**src/rtl/fpconv_pkg.sv**
```systemverilog
// Shared types for the two's-complement to compact-float encoder: FSM state
// encoding, exponent range helper and the default-width packed result record.
package fpconv_pkg;

   typedef enum logic [1:0] {
      ST_IDLE  = 2'd0,
      ST_NORM  = 2'd1,
      ST_ROUND = 2'd2,
      ST_HOLD  = 2'd3
   } fp_state_t;

   localparam int FP_EXP_W = 3;
   localparam int FP_MAN_W = 4;

   function automatic int max_exp(input int exp_w);
      return (32'sd1 <<< exp_w) - 32'sd1;
   endfunction

   typedef struct packed {
      logic                sign;
      logic [FP_EXP_W-1:0] exp;
      logic [FP_MAN_W-1:0] sig;
      logic                sat;
   } fp_result_t;

endpackage

```
**src/rtl/fp_round_unit.sv**
```systemverilog
// Round-half-up step for a normalised significand: adds the guard bit, renormalises
// on carry-out and clamps to the largest representable value at the top exponent.
module fp_round_unit
   import fpconv_pkg::*;
#(
   parameter int EXP_W = FP_EXP_W,
   parameter int MAN_W = FP_MAN_W
) (
   input  logic [MAN_W-1:0] sig,
   input  logic             r,
   input  logic [EXP_W-1:0] exp,
   output logic [MAN_W-1:0] sig_rnd,
   output logic [EXP_W-1:0] exp_rnd,
   output logic             sat
);

   logic [MAN_W:0] sig_inc_s;

   assign sig_inc_s = {1'b0, sig} + {{MAN_W{1'b0}}, 1'b1};

   // Carry-out becomes an exponent bump unless the exponent is already at its ceiling.
   always_comb begin
      sig_rnd = sig;
      exp_rnd = exp;
      sat     = 1'b0;
      if (!r) begin
         sig_rnd = sig;
      end else if (!sig_inc_s[MAN_W]) begin
         sig_rnd = sig_inc_s[MAN_W-1:0];
      end else if (exp == {EXP_W{1'b1}}) begin
         sig_rnd = {MAN_W{1'b1}};
         exp_rnd = {EXP_W{1'b1}};
         sat     = 1'b1;
      end else begin
         sig_rnd = {1'b1, {(MAN_W-1){1'b0}}};
         exp_rnd = exp + {{(EXP_W-1){1'b0}}, 1'b1};
      end
   end

endmodule

```
**src/rtl/fp_encode_seq.sv**
```systemverilog
// Sequential two's-complement to {sign, exp, sig} encoder, one normalising shift per clock.
// Define FP_ENCODE_ROUND_EN to round half-up; otherwise the significand is truncated.
module fp_encode_seq
   import fpconv_pkg::*;
#(
   parameter int EXP_W = FP_EXP_W,
   parameter int MAN_W = FP_MAN_W,
   parameter int IN_W  = 12
) (
   input  logic             clk,
   input  logic             rst,
   input  logic             in_valid,
   output logic             in_ready,
   input  logic [IN_W-1:0]  in_data,
   output logic             out_valid,
   input  logic             out_ready,
   output logic             out_sign,
   output logic [EXP_W-1:0] out_exp,
   output logic [MAN_W-1:0] out_sig,
   output logic             out_sat
);

   localparam int MAX_EXP = max_exp(EXP_W);
   localparam int M_W     = IN_W - 1;

   typedef struct packed {
      logic             sign;
      logic [EXP_W-1:0] exp;
      logic [MAN_W-1:0] sig;
      logic             sat;
   } res_t;

   if (IN_W != MAN_W + MAX_EXP + 1) begin : g_width_check
      $error("fp_encode_seq: IN_W must equal MAN_W + 2**EXP_W");
   end

   fp_state_t        state_r;
   logic [M_W-1:0]   mag_r;
   logic [EXP_W-1:0] exp_r;
   logic             sign_r;
   logic             sat_r;
   logic             in_ready_r;
   logic             out_valid_r;
   res_t             res_r;

   logic [M_W-1:0]   mag_load_s;
   logic             sat_load_s;

   // Magnitude of the incoming sample; the most negative code has no positive twin and clamps.
   always_comb begin
      mag_load_s = '0;
      sat_load_s = 1'b0;
      if (in_data == {1'b1, {M_W{1'b0}}}) begin
         mag_load_s = '1;
         sat_load_s = 1'b1;
      end else if (in_data[IN_W-1]) begin
         mag_load_s = ~in_data[M_W-1:0] + {{(M_W-1){1'b0}}, 1'b1};
      end else begin
         mag_load_s = in_data[M_W-1:0];
      end
   end

`ifdef FP_ENCODE_ROUND_EN
   logic [MAN_W-1:0] sig_rnd_s;
   logic [EXP_W-1:0] exp_rnd_s;
   logic             sat_rnd_s;

   fp_round_unit #(
      .EXP_W (EXP_W),
      .MAN_W (MAN_W)
   ) u_round (
      .sig     (mag_r[M_W-1 -: MAN_W]),
      .r       (mag_r[M_W-1-MAN_W]),
      .exp     (exp_r),
      .sig_rnd (sig_rnd_s),
      .exp_rnd (exp_rnd_s),
      .sat     (sat_rnd_s)
   );
`endif

   // Control FSM with the normalising shift register and the registered result.
   always_ff @(posedge clk or posedge rst) begin
      if (rst) begin
         state_r     <= ST_IDLE;
         mag_r       <= '0;
         exp_r       <= '0;
         sign_r      <= 1'b0;
         sat_r       <= 1'b0;
         in_ready_r  <= 1'b0;
         out_valid_r <= 1'b0;
         res_r       <= '0;
      end else begin
         case (state_r)
            ST_IDLE: begin
               in_ready_r <= 1'b1;
               if (in_valid && in_ready_r) begin
                  sign_r     <= in_data[IN_W-1];
                  mag_r      <= mag_load_s;
                  sat_r      <= sat_load_s;
                  exp_r      <= '1;
                  in_ready_r <= 1'b0;
                  state_r    <= ST_NORM;
               end else begin
                  state_r <= ST_IDLE;
               end
            end
            ST_NORM: begin
               if (mag_r[M_W-1] || (exp_r == '0)) begin
`ifdef FP_ENCODE_ROUND_EN
                  state_r <= ST_ROUND;
`else
                  res_r       <= '{sign_r, exp_r, mag_r[M_W-1 -: MAN_W], sat_r};
                  out_valid_r <= 1'b1;
                  state_r     <= ST_HOLD;
`endif
               end else begin
                  mag_r <= mag_r << 1;
                  exp_r <= exp_r - {{(EXP_W-1){1'b0}}, 1'b1};
               end
            end
            ST_ROUND: begin
`ifdef FP_ENCODE_ROUND_EN
               res_r       <= '{sign_r, exp_rnd_s, sig_rnd_s, sat_r | sat_rnd_s};
               out_valid_r <= 1'b1;
               state_r     <= ST_HOLD;
`else
               in_ready_r <= 1'b1;
               state_r    <= ST_IDLE;
`endif
            end
            ST_HOLD: begin
               if (out_ready) begin
                  out_valid_r <= 1'b0;
                  in_ready_r  <= 1'b1;
                  state_r     <= ST_IDLE;
               end else begin
                  state_r <= ST_HOLD;
               end
            end
            default: begin
               out_valid_r <= 1'b0;
               in_ready_r  <= 1'b0;
               state_r     <= ST_IDLE;
            end
         endcase
      end
   end

   assign in_ready  = in_ready_r;
   assign out_valid = out_valid_r;
   assign out_sign  = res_r.sign;
   assign out_exp   = res_r.exp;
   assign out_sig   = res_r.sig;
   assign out_sat   = res_r.sat;

endmodule

```
**config.mk**
```make
export PLATFORM = sky130hd
export DESIGN_NAME = fp_encode_seq
export DESIGN_NICKNAME = d
export VERILOG_FILES = /design/src/rtl/fpconv_pkg.sv /design/src/rtl/fp_round_unit.sv /design/src/rtl/fp_encode_seq.sv
export SDC_FILE = /design/constraint.sdc
export NUM_CORES = 1
export LEC_CHECK = 0
export CORE_MARGIN = 3
export CORE_UTILIZATION = 30
export CTS_BUF_LIST = sky130_fd_sc_hd__clkbuf_4
export DETAILED_ROUTE_END_ITERATION = 12
export HOLD_SLACK_MARGIN = 0.06
export PLACE_DENSITY_LB_ADDON = 0.2
export SYNTH_ARGS = -nofsm -noshare
export SYNTH_HDL_FRONTEND = slang
export SYNTH_SLANG_ARGS = --single-unit
```
**constraint.sdc**
```tcl
create_clock -name clk -period 4.3 [get_ports clk]
set_input_delay 0.86 -clock clk [delete_from_list [all_inputs] [get_ports clk]]
set_output_delay 0.86 -clock clk [all_outputs]
set_load 0.05 [all_outputs]
```
* Yosys cells after proc, flatten, opt, wreduce, memory -nomap -nowiden
Index checks and enable logic that the tools add are counted.
Widths: inputs -> output; s select.
** Storage, ports and cells
- Word-level logic and storage cells :: 53
- Bits in registers :: 29
** Operators by class
- Eq/ne operators :: 8
- Add/sub/neg operators :: 2
- Bitwise logic cells :: 1
- Reduce and logical (&&, ||, !) cells :: 12
- Mux-type cells :: 19
** Operators by type and width (count)
- $mux 11 :: 4
- $pmux 11 s2 :: 1
- $eq 12x12->1 const B :: 1
- $add 11x1->11 const B :: 1
- $not 11->11 :: 1
- $ne 2x2->1 const B :: 4
- $pmux 2 s4 :: 1
- $mux 1 :: 6
- $mux 3 :: 2
- $pmux 3 s2 :: 1
- $reduce_and 2->1 :: 3
- $reduce_and 3->1 :: 2
- $eq 2x2->1 const B :: 2
- $mux 2 :: 2
- $reduce_bool 2->1 :: 2
- $logic_not 3->1 :: 1
- $pmux 1 s3 :: 1
- $reduce_bool 3->1 :: 1
- $sub 3x1->3 const B :: 1
- $eq 2x1->1 const B :: 1
- $logic_not 2->1 :: 1
- $pmux 1 s2 :: 1
- $logic_and 1x1->1 :: 1
- $logic_or 1x1->1 :: 1

* Logic depth before layout (Yosys ltp)
Gate-level depths: netlist of the first run.
- Depth after elaboration :: 6
- Mapped depth :: 7

* Least setup slack after synthesis of the first run
Ideal clock, no wire load.
- Path kind :: input to register
- Start point :: in in_data[0]
- End point :: reg mag_r[7]
- Slack :: 2.126 ns
- Data required time :: 4.206 ns
- Cell stages on the path :: 7
- Data arrival time :: 2.080 ns
- Buffers on the path :: 1
- Cells stage by stage :: inv_1 ha_1 nor3b_1 nand4_2 and2_0 buf_2 a221oi_2
** On the way
- Longest elaborated chain between the ends :: 6
** RTL lines
- from (decl) :: RTL line fp_encode_seq.sv:14 : input logic [IN_W-1:0] in_data,
- $not 11->11 :: RTL line fp_encode_seq.sv:57 : mag_load_s = ~in_data[M_W-1:0] + {{(M_W-1){1'b0}}, 1'b1};
- $add 11x1->11 :: RTL line fp_encode_seq.sv:57
- $mux 11 :: RTL line fp_encode_seq.sv:56 : end else if (in_data[IN_W-1]) begin
- $mux 11 (*) :: RTL line fp_encode_seq.sv:53 : if (in_data == {1'b1, {M_W{1'b0}}}) begin
- $mux 11 (*) :: RTL line fp_encode_seq.sv:96 : if (in_valid && in_ready_r) begin
- $pmux 11 s2 (*) :: RTL line fp_encode_seq.sv:93 : case (state_r)
- to (signal assigned) :: RTL line fp_encode_seq.sv:98 : mag_r <= mag_load_s;
- to (signal assigned) :: RTL line fp_encode_seq.sv:117 : mag_r <= mag_r << 1;
- to (decl) :: RTL line fp_encode_seq.sv:38 : logic [M_W-1:0] mag_r;
Every way passes the cells marked *; elsewhere a longest branch is shown, timed or not. The select of a mux whose other input is x is not followed.
A chain may end at the register's enable or synchronous reset.

* Worst setup path after layout of the first run
Same ends and word-level chain as after synthesis.

==> results of run 1 <==
area by class of cell:
| cell class | instances | area [um^2] |
|---|---|---|
| clock inverter | 1 | 3.754 |
| multi-input combinational | 109 | 788.3 |
| fill | 504 | 2935 |
| clock buffer | 6 | 45.04 |
| tap | 67 | 83.83 |
| sequential | 29 | 725.7 |
| timing repair buffer | 28 | 275.3 |
| inverter | 6 | 22.52 |
registers in the layout, summed over array words and instances (netlist names), 2 cells and up:
name / cells
mag_r: 11
out_sig: 4
exp_r: 3
out_exp: 3
state_r: 2
routing by layer:
| layer | track usage [%] | share of wire, % | vias up |
|---|---|---|---|
| li1 | - | - | 593 |
| met1 | 14.71 | 48 | 577 |
| met2 | 18.92 | 46 | 24 |
| met4 | 6.119 | 2.2 | 0 |
| met5 | 0 | 0 | - |
| met3 | 2.867 | 3.4 | 6 |
power breakdown:
part | switching (mW) | total (mW) | internal (mW)
Clock | 0.0886 | 0.154 | 0.0655
Combinational | 0.409 | 0.696 | 0.287
Sequential | 0.0887 | 0.489 | 0.400
Total | 0.587 | 1.34 | 0.753
worst max-delay path: stages:
cell	delay, ps
sky130_fd_sc_hd__clkdlybuf4s50_1	430
sky130_fd_sc_hd__inv_1	100
sky130_fd_sc_hd__ha_1	200
sky130_fd_sc_hd__nor3b_1	320
sky130_fd_sc_hd__nand4_2	230
sky130_fd_sc_hd__and2_0	330
sky130_fd_sc_hd__a221oi_2	290
logic make-up (layout without fill, tap and decap cells):
group | count (synthesis) | count (layout) | synth area share, %
fa+ha+maj | 3 | 3 | 2.387
buf+inv | 14 | 41 | 3.739
mux | 11 | 11 | 7.478
xor+xnor | 8 | 8 | 4.455
simple gates | 50 | 50 | 17.98
flops | 29 | 29 | 46.14
compound gates | 37 | 37 | 17.82
final timing paths:
check,slack (ps),end,startpoint
min,470,exp_r[0],exp_r[0]
max,1780,mag_r[7],in_data[0]
min in group asynchronous,1110,out_exp[2],rst
max in group asynchronous,2510,out_sig[1],rst
max reg2reg,2400,mag_r[3],state_r[1]
min reg2reg,470,exp_r[0],exp_r[0]
Yosys cell counts, drive strengths merged (2+ instances only):
cell	number	area, um^2
inv	6	22.52
nand2	14	52.55
a31oi	2	12.51
nand2b	7	43.79
nor2	11	41.29
a32oi	2	17.52
a21oi	10	50.05
o41ai	2	36.29
nor2b	3	18.77
buf	5	25.02
a31o	2	17.52
clkbuf	3	11.26
mux2	6	67.56
or3	2	12.51
xor2	6	52.55
dfrtp	29	725.7
o21ai	9	45.04
xnor2	2	17.52
ha	3	37.54
o31ai	4	43.79
mux2i	5	50.05
nor3	2	10.01
per-stage QoR:
step | power [mW] | cell area, um^2 | cells
2_1_floorplan | 0.9968 | 1573 | 152
3_3_place_gp | 1.188 | 1896 | 239
3_5_place_dp | 1.197 | 1896 | 239
4_1_cts | 1.355 | 1944 | 246
5_1_grt | 1.441 | 1944 | 246
6_report | 1.339 | 1944 | 246
cells in the final DEF (no fill, tap or decap), types with 2 or more instances in the layout:
master                            count
sky130_fd_sc_hd__a21oi_1             10
sky130_fd_sc_hd__a31o_2               2
sky130_fd_sc_hd__a31oi_1              2
sky130_fd_sc_hd__a32oi_1              2
sky130_fd_sc_hd__buf_4                2
sky130_fd_sc_hd__clkbuf_4             6
sky130_fd_sc_hd__clkdlybuf4s50_1     26
sky130_fd_sc_hd__dfrtp_1             29
sky130_fd_sc_hd__ha_1                 3
sky130_fd_sc_hd__inv_1                6
sky130_fd_sc_hd__mux2_2               6
sky130_fd_sc_hd__mux2i_1              5
sky130_fd_sc_hd__nand2_1             14
sky130_fd_sc_hd__nand2b_1             7
sky130_fd_sc_hd__nor2_1              11
sky130_fd_sc_hd__nor2b_1              3
sky130_fd_sc_hd__nor3_1               2
sky130_fd_sc_hd__o21ai_0              9
sky130_fd_sc_hd__o31ai_1              3
sky130_fd_sc_hd__or3_1                2
sky130_fd_sc_hd__xnor2_1              2
sky130_fd_sc_hd__xor2_1               6
==> implementation parameters, run 1 <==
Parameter                              Value

Synth
  Average instance area after synthesis    10.35 um^2
  Async S/R FF share, synth    100.0%
  Yosys Warn Count    0
  Number of flops mapped to enable cells by yosys    0
  Number of synthesized register bits    29
  Sequential area share after synthesis    46.14%
  Syn nets    171
  Ys flop type    sky130_fd_sc_hd__dfrtp_1
  Synthesized instance count    152
  Netlist area before placement    0.001573 mm^2
  Count of different cell masters after synthesis    41

Final layout
  Synthesis-to-layout area growth    23.63%
  Fraction of final layout cells sized beyond drive strength 1    13.41%
  Fin util    39.85%
  Antenna Cells    0
  Nets    198

GRT
  GRT Overall Usage    11.80%
  Vias in the first global route    1210
  Wire length of the first global-routing pass    5720 um
  Pin count of the biggest net entering global routing    30
  Number of antenna violations at the first check in global routing    0
  Remaining global-route overflow    0

STA
  Worst Hold Margin    471.0 ps
  Aggregate negative setup slack    0 ps
  Final hold violations    0
  Number of setup violations in the final report    0
  Final cycle utilization of the critical path    58.72%
  Maximum clock frequency    396.0 MHz
  Clock skew    13.13 ps
  Unrepaired setup endpoints after global routing    no
  Slew Limit Fails    0
  Slew at the pin closest to its max-slew limit    1102 ps
  Post-layout min period    2525 ps
  Fin worst setup slack    1775 ps
  Worst relative slew slack    26.46%

Critical path
  Critical path peak fanout    6
  Startpoint-to-endpoint class of the critical path    in -> reg
  Required time of the worst setup path    4520 ps
  Crit start category    input pin
  Endpoint class of the critical path    flip-flop
  Crit path arrival time    2750 ps
  Reg2Reg Depth    3

Min path
  Cell depth of the worst min-delay path    1
  Min-Delay Path Class    reg -> reg

Placed design
  Routability-driven placement congestion ratio    0.8407
  HPWL Detailed    2423 um
  Count of buffers inserted at the top-level ports    26
  Setup slack after placement    1439 ps

Clock network
  Worst-Skew Late Latency    320 ps
  Buffer levels on the longest clock path    2
  Resized Gates After CTS    0
  CTS root buffer    sky130_fd_sc_hd__clkbuf_4
  Count of buffers added by post-CTS timing repair for setup    0
  Post-CTS Hold Fix Bufs    0
  Total clock buffers created by CTS    5
  Clock edge transition at the registers on the reported setup and hold paths    90 ps
  CTS tree    yes
  Clk sink count    29
  H-tree level count    2

Route
  Via density per instance    4.878
  Router iterations before antenna repair    4
  Routed wire length per instance    13.17 um
  Total wire length    3240 um
  Remaining DRCs    0
  Antenna-violating nets left    0
  Initial drt markers    38
  Vias after detailed routing    1200

Die
  Die Height    78.41 um
  Core Rows    25
  Total I/O pin count    27
  Starting density of the core    32.23%
  Die area    0.006147 mm^2
  Chip width    78.41 um
  Placeable core region    0.004880 mm^2

Run
  Max-cap check violation count    0

Power
  Areal power density over the cells    688.9 mW/mm^2
  Lkg Pwr    0.8012 nW
  Peak supply drop    0.2421 mV

Run status
  Status    completed
Power figures use the tool's default switching activity.
==> inputs of run 2 (changes only) <==
Clock period 4.3 ns to 2.5 ns, I/O delays scaled along.
==> run 2 against run 1 <==
Effect of this change: register-to-register slack worse by 1800 ps; combinational power grew 77%; sequential share of layout area is 0.96 points lower; routed wire length rose by 2.2%; setup slack worse by 1400 ps; via count up 2.5%; utilization is 1.1 points higher; die area stayed put; critical path depth unchanged; clock skew fell by 6.0 ps; largest power group unchanged.
==> implementation parameters, run 2 (synthesized netlist as in run 1, its figures left out) <==
Parameter                              Value

Clock network
  Post-CTS Hold Fix Bufs    0
  Buffer levels on the longest clock path    2
  Clock edge transition at the registers on the reported setup and hold paths    100 ps
  CTS root buffer    sky130_fd_sc_hd__clkbuf_4
  Total clock buffers created by CTS    5
  H-tree level count    2
  Count of buffers added by post-CTS timing repair for setup    0
  Clk sink count    29
  CTS tree    yes
  Resized Gates After CTS    0
  Worst-Skew Late Latency    320 ps

Run
  Max-cap check violation count    0

STA
  Slew Limit Fails    0
  Post-layout min period    2079 ps
  Fin worst setup slack    421.3 ps
  Number of setup violations in the final report    0
  Slew at the pin closest to its max-slew limit    500.3 ps
  Worst Hold Margin    474.0 ps
  Worst relative slew slack    66.54%
  Aggregate negative setup slack    0 ps
  Unrepaired setup endpoints after global routing    no
  Maximum clock frequency    481.1 MHz
  Final hold violations    0
  Final cycle utilization of the critical path    83.15%
  Clock skew    7.142 ps

Power
  Areal power density over the cells    1179 mW/mm^2
  Lkg Pwr    0.8352 nW
  Peak supply drop    0.3534 mV
  Overall power    2.353 mW

Die
  Die area    0.006147 mm^2
  Die Height    78.41 um
  Starting density of the core    32.23%
  Chip width    78.41 um
  Core Rows    25
  Total I/O pin count    27
  Placeable core region    0.004880 mm^2

Critical path
  Reg2Reg Depth    6
  Cell at the slowest stage of the critical path    sky130_fd_sc_hd__clkdlybuf4s50_1
  Worst setup slack for register-to-register paths    650 ps
  Critical path peak fanout    6
  Startpoint-to-endpoint class of the critical path    in -> reg
  Critical path, cell by cell    clkdlybuf4s50_1, inv_1, ha_1, nor3b_1, nand4_2, and2_0, a221oi_2
  Crit start category    input pin
  Worst stage delay on the critical path    440 ps
  Reg-to-reg startpoint    exp_r[0]
  Crit path arrival time    2310 ps
  Required time of the worst setup path    2730 ps
  Endpoint class of the critical path    flip-flop
  Worst setup path startpoint    in_data[0]

Min path
  Cell depth of the worst min-delay path    1
  Beginning of the worst hold path    exp_r[0]
  Min-Delay Path Class    reg -> reg

Placed design
  HPWL Detailed    2515 um
  Placed inst area    0.001941 mm^2
  Placed cell count    245
  Routability-driven placement congestion ratio    0.8440
  Count of buffers inserted at the top-level ports    26
  Setup slack after placement    119.0 ps

Final layout
  Register with the highest flop count    mag_r
  Antenna Cells    0
  Most frequent cells in the layout    29 x sky130_fd_sc_hd__dfrtp_1, 26 x sky130_fd_sc_hd__clkdlybuf4s50_1, 14 x sky130_fd_sc_hd__nand2_1, 11 x sky130_fd_sc_hd__nor2_1, 10 x sky130_fd_sc_hd__a21oi_1
  Leading cell type in the layout, fill and taps excluded    sky130_fd_sc_hd__dfrtp_1
  Synthesis-to-layout area growth    26.89%
  Number of flip-flops in the largest register    11
  Fraction of final layout cells sized beyond drive strength 1    17.20%
  Post-route insts no fill    253
  Finished layout cell area    0.001996 mm^2
  Fin util    40.90%
  Nets    204

Route
  Router iterations before antenna repair    4
  Remaining DRCs    0
  Total wire length    3311 um
  Routed wire length per instance    13.09 um
  Vias after detailed routing    1230
  Via density per instance    4.862
  Initial drt markers    70
  Antenna-violating nets left    0

GRT
  Remaining global-route overflow    0
  GRT Overall Usage    12.19%
  Number of antenna violations at the first check in global routing    0
  Wire length of the first global-routing pass    5878 um
  Vias in the first global route    1255
  Pin count of the biggest net entering global routing    30

Run status
  Status    completed
run 2: changes by cell type in the layout (fill, tap and decap cells not counted):
cell                       change
sky130_fd_sc_hd__buf_4         +6
sky130_fd_sc_hd__clkinv_2      +2
sky130_fd_sc_hd__clkinv_1      -1
run 2: worst max-delay path: cells and delay by family:
kind / cells / cell delay [ps]
adder cells (fa/ha/maj): 1 / 200
buffers and inverters: 2 / 530
AND/OR/NAND/NOR: 3 / 780
AO/OA/AOI/OAI: 1 / 300
run 2: layout make-up:
cell class	count	area (um^2)
clock buffer	6	45.04
clock inverter	2	10.01
fill	511	2884
inverter	6	22.52
multi-input combinational	109	788.3
sequential	29	725.7
tap	67	83.83
timing repair buffer	34	320.3
run 2: final timing paths:
kind                              endpoint
worst min register to register    exp_r[0]
max in group asynchronous        out_valid
min in group asynchronous         out_sign
worst min-delay path              exp_r[0]
worst max-delay path              mag_r[7]
worst max register to register  out_sig[0]
run 2: layer usage:
metal | share of wire (%) | vias up | GRT usage, %
li1 | - | 604 | -
met4 | 2.0 | 0 | 5.769
met5 | 0 | - | 0
met3 | 3.3 | 5 | 2.752
met2 | 49 | 26 | 19.95
met1 | 46 | 595 | 15.21
run 2: where the power goes:
group / switching [mW] / total, mW / internal, mW
clock network: 0.167 / 0.285 / 0.118
logic: 0.706 / 1.23 / 0.519
registers: 0.155 / 0.843 / 0.688
total: 1.03 / 2.35 / 1.32
